File: config.mk
export PLATFORM = sky130hd
export DESIGN_NAME = fm_freq_decim
export DESIGN_NICKNAME = d
export VERILOG_FILES = /design/src/rtl/fm_freq_decim.sv
export SDC_FILE = /design/constraint.sdc
export NUM_CORES = 1
export LEC_CHECK = 0
export BUFFER_PORTS_ARGS = -buffer_cell sky130_fd_sc_hd__buf_2
export CORE_ASPECT_RATIO = 0.6
export CORE_MARGIN = 2
export CORE_UTILIZATION = 42
export CTS_CLUSTER_SIZE = 28
export DETAILED_ROUTE_END_ITERATION = 7
export PLACE_DENSITY = 0.66
export SYNTH_ARGS = -nofsm -noshare
export SYNTH_HDL_FRONTEND = slang
export SYNTH_SLANG_ARGS = --single-unit
File: constraint.sdc
create_clock -name clk_in -period 10.6 [get_ports clk_in]
set_input_delay 0 -clock clk_in [delete_from_list [all_inputs] [get_ports clk_in]]
set_output_delay 0 -clock clk_in [all_outputs]
set_load 0.01 [all_outputs]
File: src/rtl/fm_freq_decim.sv
// fm_freq_decim
// Turns the CORDIC vectoring phase stream into a decimated instantaneous
// frequency stream. A wrap-correct phase difference is taken per sample,
// gated by a magnitude squelch, then integrated and dumped over dec_n
// samples into one saturated output word per frame.
//
// Ports
//   clk_in      : single clock, rising edge
//   RST         : asynchronous active-low reset
//   dec_n       : samples per output frame (0 behaves as 1), latched at frame start
//   squelch_th  : unsigned magnitude threshold
//   phase_valid : qualifies phase_in / mag_in
//   phase_in    : signed phase, full scale = 2*pi
//   mag_in      : unsigned magnitude, same timing as phase_in
//   freq_out    : signed decimated frequency, holds between updates
//   freq_valid  : one-cycle pulse per new freq_out
//   squelched   : most recent accepted sample was below threshold
//
// State table
//   state       | meaning
//   ST_UNPRIMED | no usable previous phase; next accepted sample yields diff 0
//   ST_PRIMED   | phase_prev is valid; diffs are real
module fm_freq_decim #(
    parameter int PH_WIDTH  = 24,
    parameter int OUT_WIDTH = 16,
    parameter int OUT_SHIFT = 8
) (
    input  logic                 clk_in,
    input  logic                 RST,
    input  logic [15:0]          dec_n,
    input  logic [PH_WIDTH-1:0]  squelch_th,
    input  logic                 phase_valid,
    input  logic [PH_WIDTH-1:0]  phase_in,
    input  logic [PH_WIDTH-1:0]  mag_in,
    output logic [OUT_WIDTH-1:0] freq_out,
    output logic                 freq_valid,
    output logic                 squelched
);

    localparam logic [0:0] ST_UNPRIMED = 1'b0;
    localparam logic [0:0] ST_PRIMED   = 1'b1;

    // 16 guard bits cover any 16-bit frame length without overflow.
    localparam int ACC_W = PH_WIDTH + 16;

    localparam logic signed [ACC_W-1:0] SAT_MAX =
        {{(ACC_W-OUT_WIDTH+1){1'b0}}, {(OUT_WIDTH-1){1'b1}}};
    localparam logic signed [ACC_W-1:0] SAT_MIN =
        {{(ACC_W-OUT_WIDTH+1){1'b1}}, {(OUT_WIDTH-1){1'b0}}};

    logic [0:0]                 state;
    logic [PH_WIDTH-1:0]        phase_prev;
    logic signed [PH_WIDTH-1:0] diff_r;
    logic                       diff_v;

    logic signed [ACC_W-1:0]    acc;
    logic [15:0]                cnt;
    logic [15:0]                n_lat;

    logic signed [ACC_W-1:0]    diff_ext;
    logic signed [ACC_W-1:0]    sum;
    logic signed [ACC_W-1:0]    shifted;
    logic [OUT_WIDTH-1:0]       sat_val;
    logic [15:0]                n_eff;
    logic                       frame_last;

    // Stage 1: squelch qualification and modulo-2pi phase difference.
    // The subtraction simply wraps at PH_WIDTH bits, which is exactly the
    // modulo-2pi difference read as signed.
    always_ff @(posedge clk_in or negedge RST) begin
        if (!RST) begin
            state      <= ST_UNPRIMED;
            phase_prev <= '0;
            diff_r     <= '0;
            diff_v     <= 1'b0;
            squelched  <= 1'b0;
        end else begin
            diff_v <= phase_valid;
            if (phase_valid) begin
                phase_prev <= phase_in;
                if (mag_in < squelch_th) begin
                    diff_r    <= '0;
                    squelched <= 1'b1;
                    state     <= ST_UNPRIMED;
                end else if (state == ST_UNPRIMED) begin
                    diff_r    <= '0;
                    squelched <= 1'b0;
                    state     <= ST_PRIMED;
                end else begin
                    diff_r    <= phase_in - phase_prev;
                    squelched <= 1'b0;
                end
            end
        end
    end

    // Stage 2 datapath: a frame start restarts the sum and relatches the
    // frame length, so dec_n edits never disturb a frame in progress.
    always_comb begin
        diff_ext = {{16{diff_r[PH_WIDTH-1]}}, diff_r};
        if (cnt == 16'd0) begin
            n_eff = (dec_n == 16'd0) ? 16'd1 : dec_n;
            sum   = diff_ext;
        end else begin
            n_eff = n_lat;
            sum   = acc + diff_ext;
        end
        frame_last = (cnt == n_eff - 16'd1);
        shifted    = sum >>> OUT_SHIFT;
        if (shifted > SAT_MAX) begin
            sat_val = SAT_MAX[OUT_WIDTH-1:0];
        end else if (shifted < SAT_MIN) begin
            sat_val = SAT_MIN[OUT_WIDTH-1:0];
        end else begin
            sat_val = shifted[OUT_WIDTH-1:0];
        end
    end

    always_ff @(posedge clk_in or negedge RST) begin
        if (!RST) begin
            acc        <= '0;
            cnt        <= '0;
            n_lat      <= 16'd1;
            freq_out   <= '0;
            freq_valid <= 1'b0;
        end else begin
            freq_valid <= 1'b0;
            if (diff_v) begin
                acc <= sum;
                if (cnt == 16'd0) begin
                    n_lat <= n_eff;
                end
                if (frame_last) begin
                    freq_out   <= sat_val;
                    freq_valid <= 1'b1;
                    cnt        <= '0;
                end else begin
                    cnt <= cnt + 16'd1;
                end
            end
        end
    end

endmodule

* Yosys cells after proc, flatten, opt, wreduce, memory -nomap -nowiden
Index checks and enable logic that the tools add are counted.
** Storage, ports and cells
- Input bits :: 91
- Logic and storage cells :: 34
- Output and inout bits :: 18
- Bits in registers :: 140
** Operators by class
- Equality and inequality tests :: 1
- Multiplexer cells :: 12
- Add/sub/neg operators :: 4
- Reductions and logical operators :: 4
- Order comparisons :: 3
** Operators by type and width (count)
- two-way mux 16 bit :: 5
- two-way mux 24 bit :: 2
- adder 40 x 24 -> 40 bit :: 1
- two-way mux 40 bit :: 1
- > comparator 32 x 16 -> 1 bit (second input constant) :: 1
- zero test 16 bit :: 2
- less-than comparator 32 x 16 -> 1 bit (second input constant) :: 1
- less-than comparator 24 bit :: 1
- subtractor 24 bit :: 1
- adder 16 x 1 -> 16 bit (second input constant) :: 1
- == test 16 bit :: 1
- subtractor 16 x 1 -> 16 bit (second input constant) :: 1
- two-way mux 1 bit :: 4
- AND reduction 2 bit :: 2

* Logic depth before layout (Yosys ltp)
Gate-level depths: netlist (run 1).
- Depth after elaboration :: 7
- Depth in mapped cells :: 24
- Gate-level depth less buffers :: 18

* Worst setup path after synthesis (run 1)
Ideal clock, no wire load.
- Path kind :: reg2reg
- Start point :: register cnt[0]
- End point :: register freq_out[13]
- Arrival time :: 5.936 ns
- Required time :: 10.476 ns
- Path buffers :: 7
- Period minus slack after synthesis :: 6.061 ns
- Setup slack :: 4.539 ns
- Stages on the path, launching flop included :: 25
- Library setup time :: 0.124 ns
- Cell sequence :: dfrtp_1 > inv_1 > ha_1 > nor4b_2 > nand4_2 > clkbuf_1 > clkbuf_1 > clkbuf_1 > buf_1 > buf_1 > buf_1 > mux2i_1 > ha_1 > inv_1 > o41ai_1 > a21oi_1 > a2111oi_2 > o22ai_1 > or3_4 > nor4_4 > o2111a_1 > nand4_1 > o41ai_4 > buf_6 > a21oi_2
** Between the ends
- Word-level cells in the longest chain between the ends :: 5
- Elaborated cells between the ends (all ways) :: 10
- Those cells by class :: 1 x add/sub; 2 x order compare; 1 x eq/ne; 4 x mux; 2 x reduce/logical
** RTL lines
- start, declared :: line 57 : logic [15:0] cnt;
- start signal, assigned :: line 138 : cnt <= cnt + 16'd1;
- zero test 16 bit :: line 101 : if (cnt == 16'd0) begin
- two-way mux 16 bit or two-way mux 40 bit (tied branches) :: line 101
- subtractor 16 x 1 -> 16 bit or less-than comparator 32 x 16 -> 1 bit (tied branches) :: line 108, 112
- == test 16 bit or two-way mux 16 bit (tied branches) :: line 108, 112
- AND reduction 2 bit (no line) or two-way mux 16 bit (tied branches)
- end signal, assigned :: line 134 : freq_out <= sat_val;
- end, declared :: line 35 : output logic [OUT_WIDTH-1:0] freq_out,
Parallel ways exist; a longest one is shown, timed or not.
A chain may end at the register's enable or synchronous reset.

* Worst setup path in the final report (run 1)
- Start point :: register cnt[12]
- End point :: register freq_out[14]
The elaborated chain is that of the path after synthesis.

==> flow_summary_export.csv, run 1 <==
group,metric,value,unit
worst_setup_path,critPathMostFrequentCell,"a21oi_1",
routing,drt_iter0_markers,900,
placement,placed_area,12300,um^2
synthesis,synth_cell_types,90,
synthesis,synth_common_cells,"dfrtp_1, nor2_1, nand2_1, a21oi_1, o21ai_0",
placement,gp_congestion,0.905,
synthesis,post-synth-top-area-fraction,0.302,
worst_setup_path,rr_endpoint,"freq_out[14]$_DFFE_PN0P_",
layout,nets,1664,
synthesis,synth_compound_area_frac,0.251,
die,initial_core_util,0.432,
worst_setup_path,startpoint_type,"flop",
die,die_w,218,um
clock_tree,hold_buffers,41,
synthesis,yosysMostFrequentCell,"dfrtp_1",
clock_tree,cts.clk_slew.worst_paths,0.07,ns
worst_setup_path,cp_slowest_stage_delay,0.65,ns
grt,grt_antenna_before_repair,0,
layout,fin_area,13300,um^2
clock_tree,htreeDepth,4,
worst_setup_path,r2r_slack,5.19,ns
synthesis,yosys_register_bits,140,
die,ios,109,
synthesis,synthAdderAreaFrac,0.0991,
placement,placed_cells,1783,
sta,fin_crit,5.41,ns
clock_tree,numCtsBuffers,17,
worst_setup_path,critPathMaxFanout,15,
worst_setup_path,crit_type,"reg -> reg",
synthesis,synthMuxAreaShare,0.0440,
sta,setup_violations,0,
routing,routedWlPerCell,17.3,um
pwr,total_power,2.57,mW
worst_setup_path,r2r_start,"cnt[12]$_DFFE_PN0P_",
sta,rsz0062_at_grt,"no",
clock_tree,cts.sinks,140,
worst_setup_path,rr_worst_depth,17,
synthesis,synth_edf_count,0,
grt,grt_first_pass_wirelength,53200,um
synthesis,synthSimpleGateAreaFrac,0.194,
pwr,powerDensity,193,nW/um^2
layout,diodes,0,
layout,final_cell_count_no_fill,1856,
hold_path,hp-class,"in -> reg",
routing,drtPass1Iterations,6,
grt,grt_max_degree,82,
clock_tree,root_buffer,"clkbuf_16",
synthesis,synth_top_family_by_area,"compound AO/OA/AOI/OAI gates",
worst_setup_path,startpoint,"cnt[12]$_DFFE_PN0P_",
die,core,26600,um^2
synthesis,postSynthAreaPerCell,8.34,um^2
routing,postRouteAntennaNets,0,
sta,timing.final.crit_share,0.510,
routing,wirelength,32100,um
synthesis,netlist_area,11500,um^2
clock_tree,cts_resized,0,
clock_tree,post_cts_buffers,0,
sta,maxSlewHeadroom,0.257,
sta,fin_skew,0.0122,ns
worst_setup_path,setup.worst_path.end,"freq_out[14]$_DFFE_PN0P_",
die,num_rows,46,
synthesis,synth_top_flop_cell,"dfrtp_1",
worst_setup_path,critPathCaptureType,"flop",
clock_tree,cts_tree,"yes",
worst_setup_path,crit_required,10.92,ns
worst_setup_path,cp_cell_sequence,"nor3_1, nand4_4, nand2_1, o21a_1, ha_1, inv_1, o41ai_1, a21oi_1, a2111oi_2, o22ai_1, or3_4, nor4_4, o2111a_1, nand4_1, o41ai_4, buf_4, a21oi_1",
die,die-area,28800,um^2
layout,synthToLayoutAreaGrowth,15.6,%
clock_tree,clockBufferDepth,2,
synthesis,yosysTopAreaCell,"dfrtp_1",
die,die_h,132,um
synthesis,ys_top_cells_by_area,"dfrtp_1, ha_1, a21oi_1, nor2_1, o21ai_0",
grt,grtUsageTotal,0.230,
placement,io_buffers,108,
layout,drive_gt1_frac,0.146,
synthesis,syn-num-nets,1561,
grt,first_global_vias,10200,
synthesis,synthXorXnorAreaFrac,0.0514,
run_status,outcome,"finished clean",
routing,detail_route.vias_per_cell,5.82,
worst_setup_path,cp_slowest_cell,"nor3_1",
routing,via_count,10800,
synthesis,ys_seq_area_frac,0.304,
synthesis,synth_cells,1380,
sta,fin_tns_setup,0,ns
sta,slew_violations,0,
sta,tightest_slew,1.11,ns
pwr,leakage,6.20,nW
clock_tree,clkLatencyLatePin,0.45,ns
synthesis,yosys_warnings,0,
sta,fin_hold_ws,0.0756,ns
routing,drc,0,
sta,finalHoldViolCount,0,
pwr,peakVddDrop,0.126,mV
sta,fmax,185,MHz
placement,hpwl,23700,um
worst_setup_path,cp.arrival,5.73,ns
synthesis,synthArstFlopShare,1.00,
grt,overflow,0,
run,drv_cap,0,
-- flip-flops by register name, summed over array words and instances (netlist names) --
name        flops
phase_prev     24
squelched       1
acc            40
freq_out       16
diff_r         24
cnt            16
state           1
n_lat          16
diff_v          1
freq_valid      1
-- cell usage in the layout (no fill, tap or decap), types with 17 or more instances in the layout --
master	netlist	final
ha_1	88	88
dlygate4sd3_1	0	41
a21oi_1	110	110
nand3_1	26	26
inv_1	86	86
a21o_1	42	42
nor2_1	135	135
nor3_1	24	23
o2bb2ai_1	18	18
mux2_2	28	28
a31oi_1	19	19
xor2_1	30	30
nand2b_1	23	23
nand2_1	113	113
buf_2	5	107
nand4_1	17	17
xnor2_1	35	35
o21ai_0	91	91
dfrtp_1	139	138
clkbuf_16	0	17
mux2i_1	18	18
-- how the worst min path moves through the flow --
stage | from | to | cells past startpoint
floorplan | RST | acc[0]$_DFFE_PN0P_ | 0
finish | phase_valid | diff_v$_DFF_PN0_ | 2
CTS | phase_valid | diff_v$_DFF_PN0_ | 2
detailed placement | RST | phase_prev[1]$_DFFE_PN0P_ | 1
global route | phase_valid | diff_v$_DFF_PN0_ | 2
global placement | RST | phase_prev[1]$_DFFE_PN0P_ | 1
-- worst max-delay path: cells and delay by family, from the launching register on --
family | cells | cell delay [ns]
simple gates | 6 | 2.15
compound gates | 8 | 1.93
flops | 1 | 0.48
buf+inv | 2 | 0.43
fa+ha+maj | 1 | 0.30
-- report_power, final --
part           leakage (nW)  internal (mW)  switching [mW]
Sequential             1.68          0.639          0.0961
Clock                 0.285          0.354           0.274
Combinational          4.23          0.501           0.702
-- metrics by stage --
stage           util  worst slack, ns
6_report       0.499             5.19
3_3_place_gp   0.461             5.47
5_1_grt        0.499             4.92
3_5_place_dp   0.461             5.34
4_1_cts        0.499             5.27
2_1_floorplan      -             4.54
-- layer usage --
metal  GRT usage  vias to the layer above  routed length [um]  share of wire
met1       0.356                     5224               16800           0.52
met4      0.0457                        0                 284         0.0088
li1            -                     5236                   -              -
met3      0.0505                       25                2080          0.065
met2       0.323                      316               12900           0.40
met5           0                        -                   0              0
-- cell type report --
cell class | instances | area (um^2)
Inverter | 86 | 323
Tap cell | 360 | 450
Multi-Input combinational cell | 1078 | 7380
Sequential cell | 140 | 3510
Clock buffer | 17 | 425
Clock inverter | 15 | 175
Timing Repair Buffer | 160 | 1040
Fill cell | 2582 | 13300
-- cells by family after synthesis --
logic type      count (synthesis)
buf+inv                       162
mux                            47
xor+xnor                       66
simple gates                  440
compound gates                435
flops                         140
fa+ha+maj                      90
No activity file was read; power rests on OpenSTA's default activity.
==> inputs of run 2 (changes only) <==
ABC_AREA = 1   (was not set)
PLACE_DENSITY = 0.68   (was 0.66)
clock period = 4.8 ns   (was 10.6 ns; I/O delays follow)
==> flow_summary_export.csv, run 2 <==
group,metric,value,unit
run_status,outcome,"finished clean",
clock_tree,cts.sinks,140,
synthesis,yosysTopAreaCell,"dfrtp_1",
grt,overflow,0,
layout,largestRegisters,"acc x40, diff_r x24, phase_prev x24",
placement,gp_congestion,1.05,
placement,place_ws,0.992,ns
worst_setup_path,crit_required,5.13,ns
worst_setup_path,critPathCaptureType,"flop",
sta,fin_tns_setup,0,ns
worst_setup_path,cp_slowest_cell,"dfrtp_1",
clock_tree,clockBufferDepth,2,
sta,setup_violations,0,
routing,drtPass1Iterations,5,
placement,placed_cells,2280,
routing,via_count,12100,
worst_setup_path,r2r_start,"cnt[0]$_DFFE_PN0P_",
clock_tree,root_buffer,"clkbuf_16",
pwr,switching_share,0.481,
die,die_h,134,um
synthesis,syn-num-nets,2017,
layout,mostFrequentLayoutCells,"nand2_1, inv_1, nor2_1",
layout,mostFrequentLayoutCell,"nand2_1",
layout,nets,2152,
pwr,leakage,7.52,nW
pwr,peakVddDrop,0.214,mV
clock_tree,cts_tree,"yes",
layout,regMostFlops,"acc",
die,num_rows,47,
sta,tightest_slew,0.833,ns
pwr,powerDensity,465,nW/um^2
die,die_w,221,um
grt,grtUsageTotal,0.254,
clock_tree,cts.clk_slew.worst_paths,0.06,ns
routing,drt_iter0_markers,1400,
synthesis,synthArstFlopShare,1.00,
synthesis,yosysMostFrequentCell,"nand2_1",
pwr,p_seq_frac,0.263,
sta,rsz0062_at_grt,"no",
hold_path,whs_path_depth,2,
layout,diodes,0,
pwr,p_int,3.32,mW
sta,maxSlewHeadroom,0.445,
synthesis,synth_edf_count,0,
grt,first_global_vias,10900,
sta,finalHoldViolCount,0,
die,ios,109,
layout,final_cell_count_no_fill,2351,
placement,io_buffers,108,
synthesis,ys_seq_area_frac,0.295,
clock_tree,htreeDepth,4,
synthesis,yosys_register_bits,140,
die,initial_core_util,0.429,
worst_setup_path,r2r_slack,0.91,ns
hold_path,hp-class,"in -> reg",
routing,wirelength,37200,um
synthesis,post-synth-top-area-fraction,0.293,
pwr,p_sw,3.07,mW
clock_tree,numCtsBuffers,17,
clock_tree,clkLatencyLatePin,0.44,ns
worst_setup_path,cp.arrival,4.21,ns
synthesis,synth_cells,1836,
pwr,p_clk_frac,0.214,
layout,largest_reg_flops,40,
sta,fmax,257,MHz
worst_setup_path,startpoint,"cnt[0]$_DFFE_PN0P_",
synthesis,synth_common_cells,"nand2_1, inv_1, nor2_1, dfrtp_1, o21ai_0",
routing,drc,0,
run,drv_cap,0,
grt,grt_first_pass_wirelength,59300,um
synthesis,synth_cell_types,50,
routing,routedWlPerCell,15.8,um
worst_setup_path,crit_type,"reg -> reg",
grt,grt_max_degree,90,
worst_setup_path,critPathMaxFanout,27,
routing,postRouteAntennaNets,0,
layout,synthToLayoutAreaGrowth,15.7,%
worst_setup_path,startpoint_type,"flop",
layout,multi_input_area,7170,um^2
worst_setup_path,cp_cell_sequence,"inv_1, ha_1, nand4_1, nor2_4, nand2_4, nand2_1, o21ai_2, ha_1, xnor2_1, or2_2, nand3_1, a21oi_1, nand2_1, inv_1, nand3_2, nor2_1, nand2_1, nand2_1, nand2_1",
sta,fin_crit,3.89,ns
synthesis,netlist_area,11900,um^2
hold_path,hold_end,"diff_v$_DFF_PN0_",
hold_path,hold_start,"phase_valid",
worst_setup_path,critPathMostFrequentCell,"nand2_1",
pwr,combPwrFrac,0.523,
sta,fin_ws,0.913,ns
layout,drive_gt1_frac,0.102,
worst_setup_path,cp_slowest_stage_delay,0.39,ns
die,die-area,29700,um^2
layout,utilization,0.496,
synthesis,synth_top_flop_cell,"dfrtp_1",
layout,fillCellCount,2780,
routing,detail_route.vias_per_cell,5.15,
sta,timing.final.crit_share,0.810,
die,core,27700,um^2
sta,slew_violations,0,
synthesis,ys_top_cells_by_area,"dfrtp_1, nand2_1, ha_1, inv_1, o21ai_0",
sta,fin_skew,0.0143,ns
worst_setup_path,rr_endpoint,"freq_out[1]$_DFFE_PN0P_",
clock_tree,post_cts_buffers,0,
worst_setup_path,rr_worst_depth,19,
synthesis,postSynthAreaPerCell,6.47,um^2
placement,hpwl,29600,um
layout,seq_area,3500,um^2
synthesis,yosys_warnings,0,
sta,fin_hold_ws,0.0458,ns
grt,grt_antenna_before_repair,0,
run 2: cell types whose count changed after synthesis, moves of 18 or more:
cell | before | now
nor2_1 | 135 | 155
clkbuf_1 | 62 | 25
mux2_2 | 28 | 0
a21o_1 | 42 | 4
o21ai_0 | 91 | 138
nand2_1 | 113 | 619
o2bb2ai_1 | 18 | 0
inv_1 | 86 | 259
nand3_1 | 26 | 123
mux2i_1 | 18 | 0
a21oi_1 | 110 | 77
nand2b_1 | 23 | 0
run 2: worst max-delay path: cells and delay by family (launching register included):
kind,cells,cell delay [ns]
xor+xnor,1,0.24
flops,1,0.39
simple gates,12,2.02
compound gates,2,0.45
fa+ha+maj,2,0.42
buf+inv,2,0.23
run 2: routing by layer:
layer	up-vias	track usage	part of all wire
met2	473	0.316	0.35
met5	-	0.0194	0.0021
met3	25	0.0800	0.11
met1	5499	0.408	0.53
li1	6109	-	-
met4	2	0.0511	0.0090
run 2: cell type report:
class,instances,area share
clock buffers,19,0.0322
clock inverters,13,0.0112
inverters,271,0.0742
multi-input cells,1387,0.522
flip-flops and latches,140,0.255
well taps,367,0.0334
repair buffers,154,0.0720
run 2: worst max-delay path by stage:
stage | endpoint | slack, ns | cells past startpoint
6_report | freq_out[1]$_DFFE_PN0P_ | 0.91 | 19
5_1_grt | freq_out[10]$_DFFE_PN0P_ | 0.58 | 22
4_1_cts | freq_out[13]$_DFFE_PN0P_ | 0.99 | 18
3_5_place_dp | freq_out[1]$_DFFE_PN0P_ | 0.99 | 22
3_3_place_gp | cnt[14]$_DFFE_PN0P_ | 1.02 | 20
2_1_floorplan | freq_out[5]$_DFFE_PN0P_ | 1.80 | 24
run 2: repair_timing:
| item | 4_1_cts | 5_1_grt |
|---|---|---|
| hold buffers | 39 | 0 |
| resized for setup | 0 | 0 |
| endpoints found under the hold margin | 128 | 0 |
run 2: kinds of logic after synthesis:
logic type / synth area share
and+or+nand+nor: 0.350
buffers and inverters: 0.101
AOI/OAI and AO/OA: 0.118
DFF: 0.295
adders and majority gates: 0.0961
xor gates and xnor gates: 0.0391
run 2: power groups by stage:
stage	combinational, mW	clock [mW]	sequential (mW)
detailed placement	3.19	0	1.69
global placement	3.18	0	1.69
CTS	3.24	1.39	1.68
global route	3.73	1.44	1.71
floorplan	2.33	0	1.63
finish	3.34	1.37	1.68
run 2: per-stage QoR:
| stage | area (um^2) | power (mW) |
|---|---|---|
| 3_3_place_gp | 12800 | 4.87 |
| 4_1_cts | 13700 | 6.31 |
| 2_1_floorplan | 11900 | 3.96 |
| 6_report | 13700 | 6.40 |
| 5_1_grt | 13700 | 6.88 |
| 3_5_place_dp | 12800 | 4.88 |
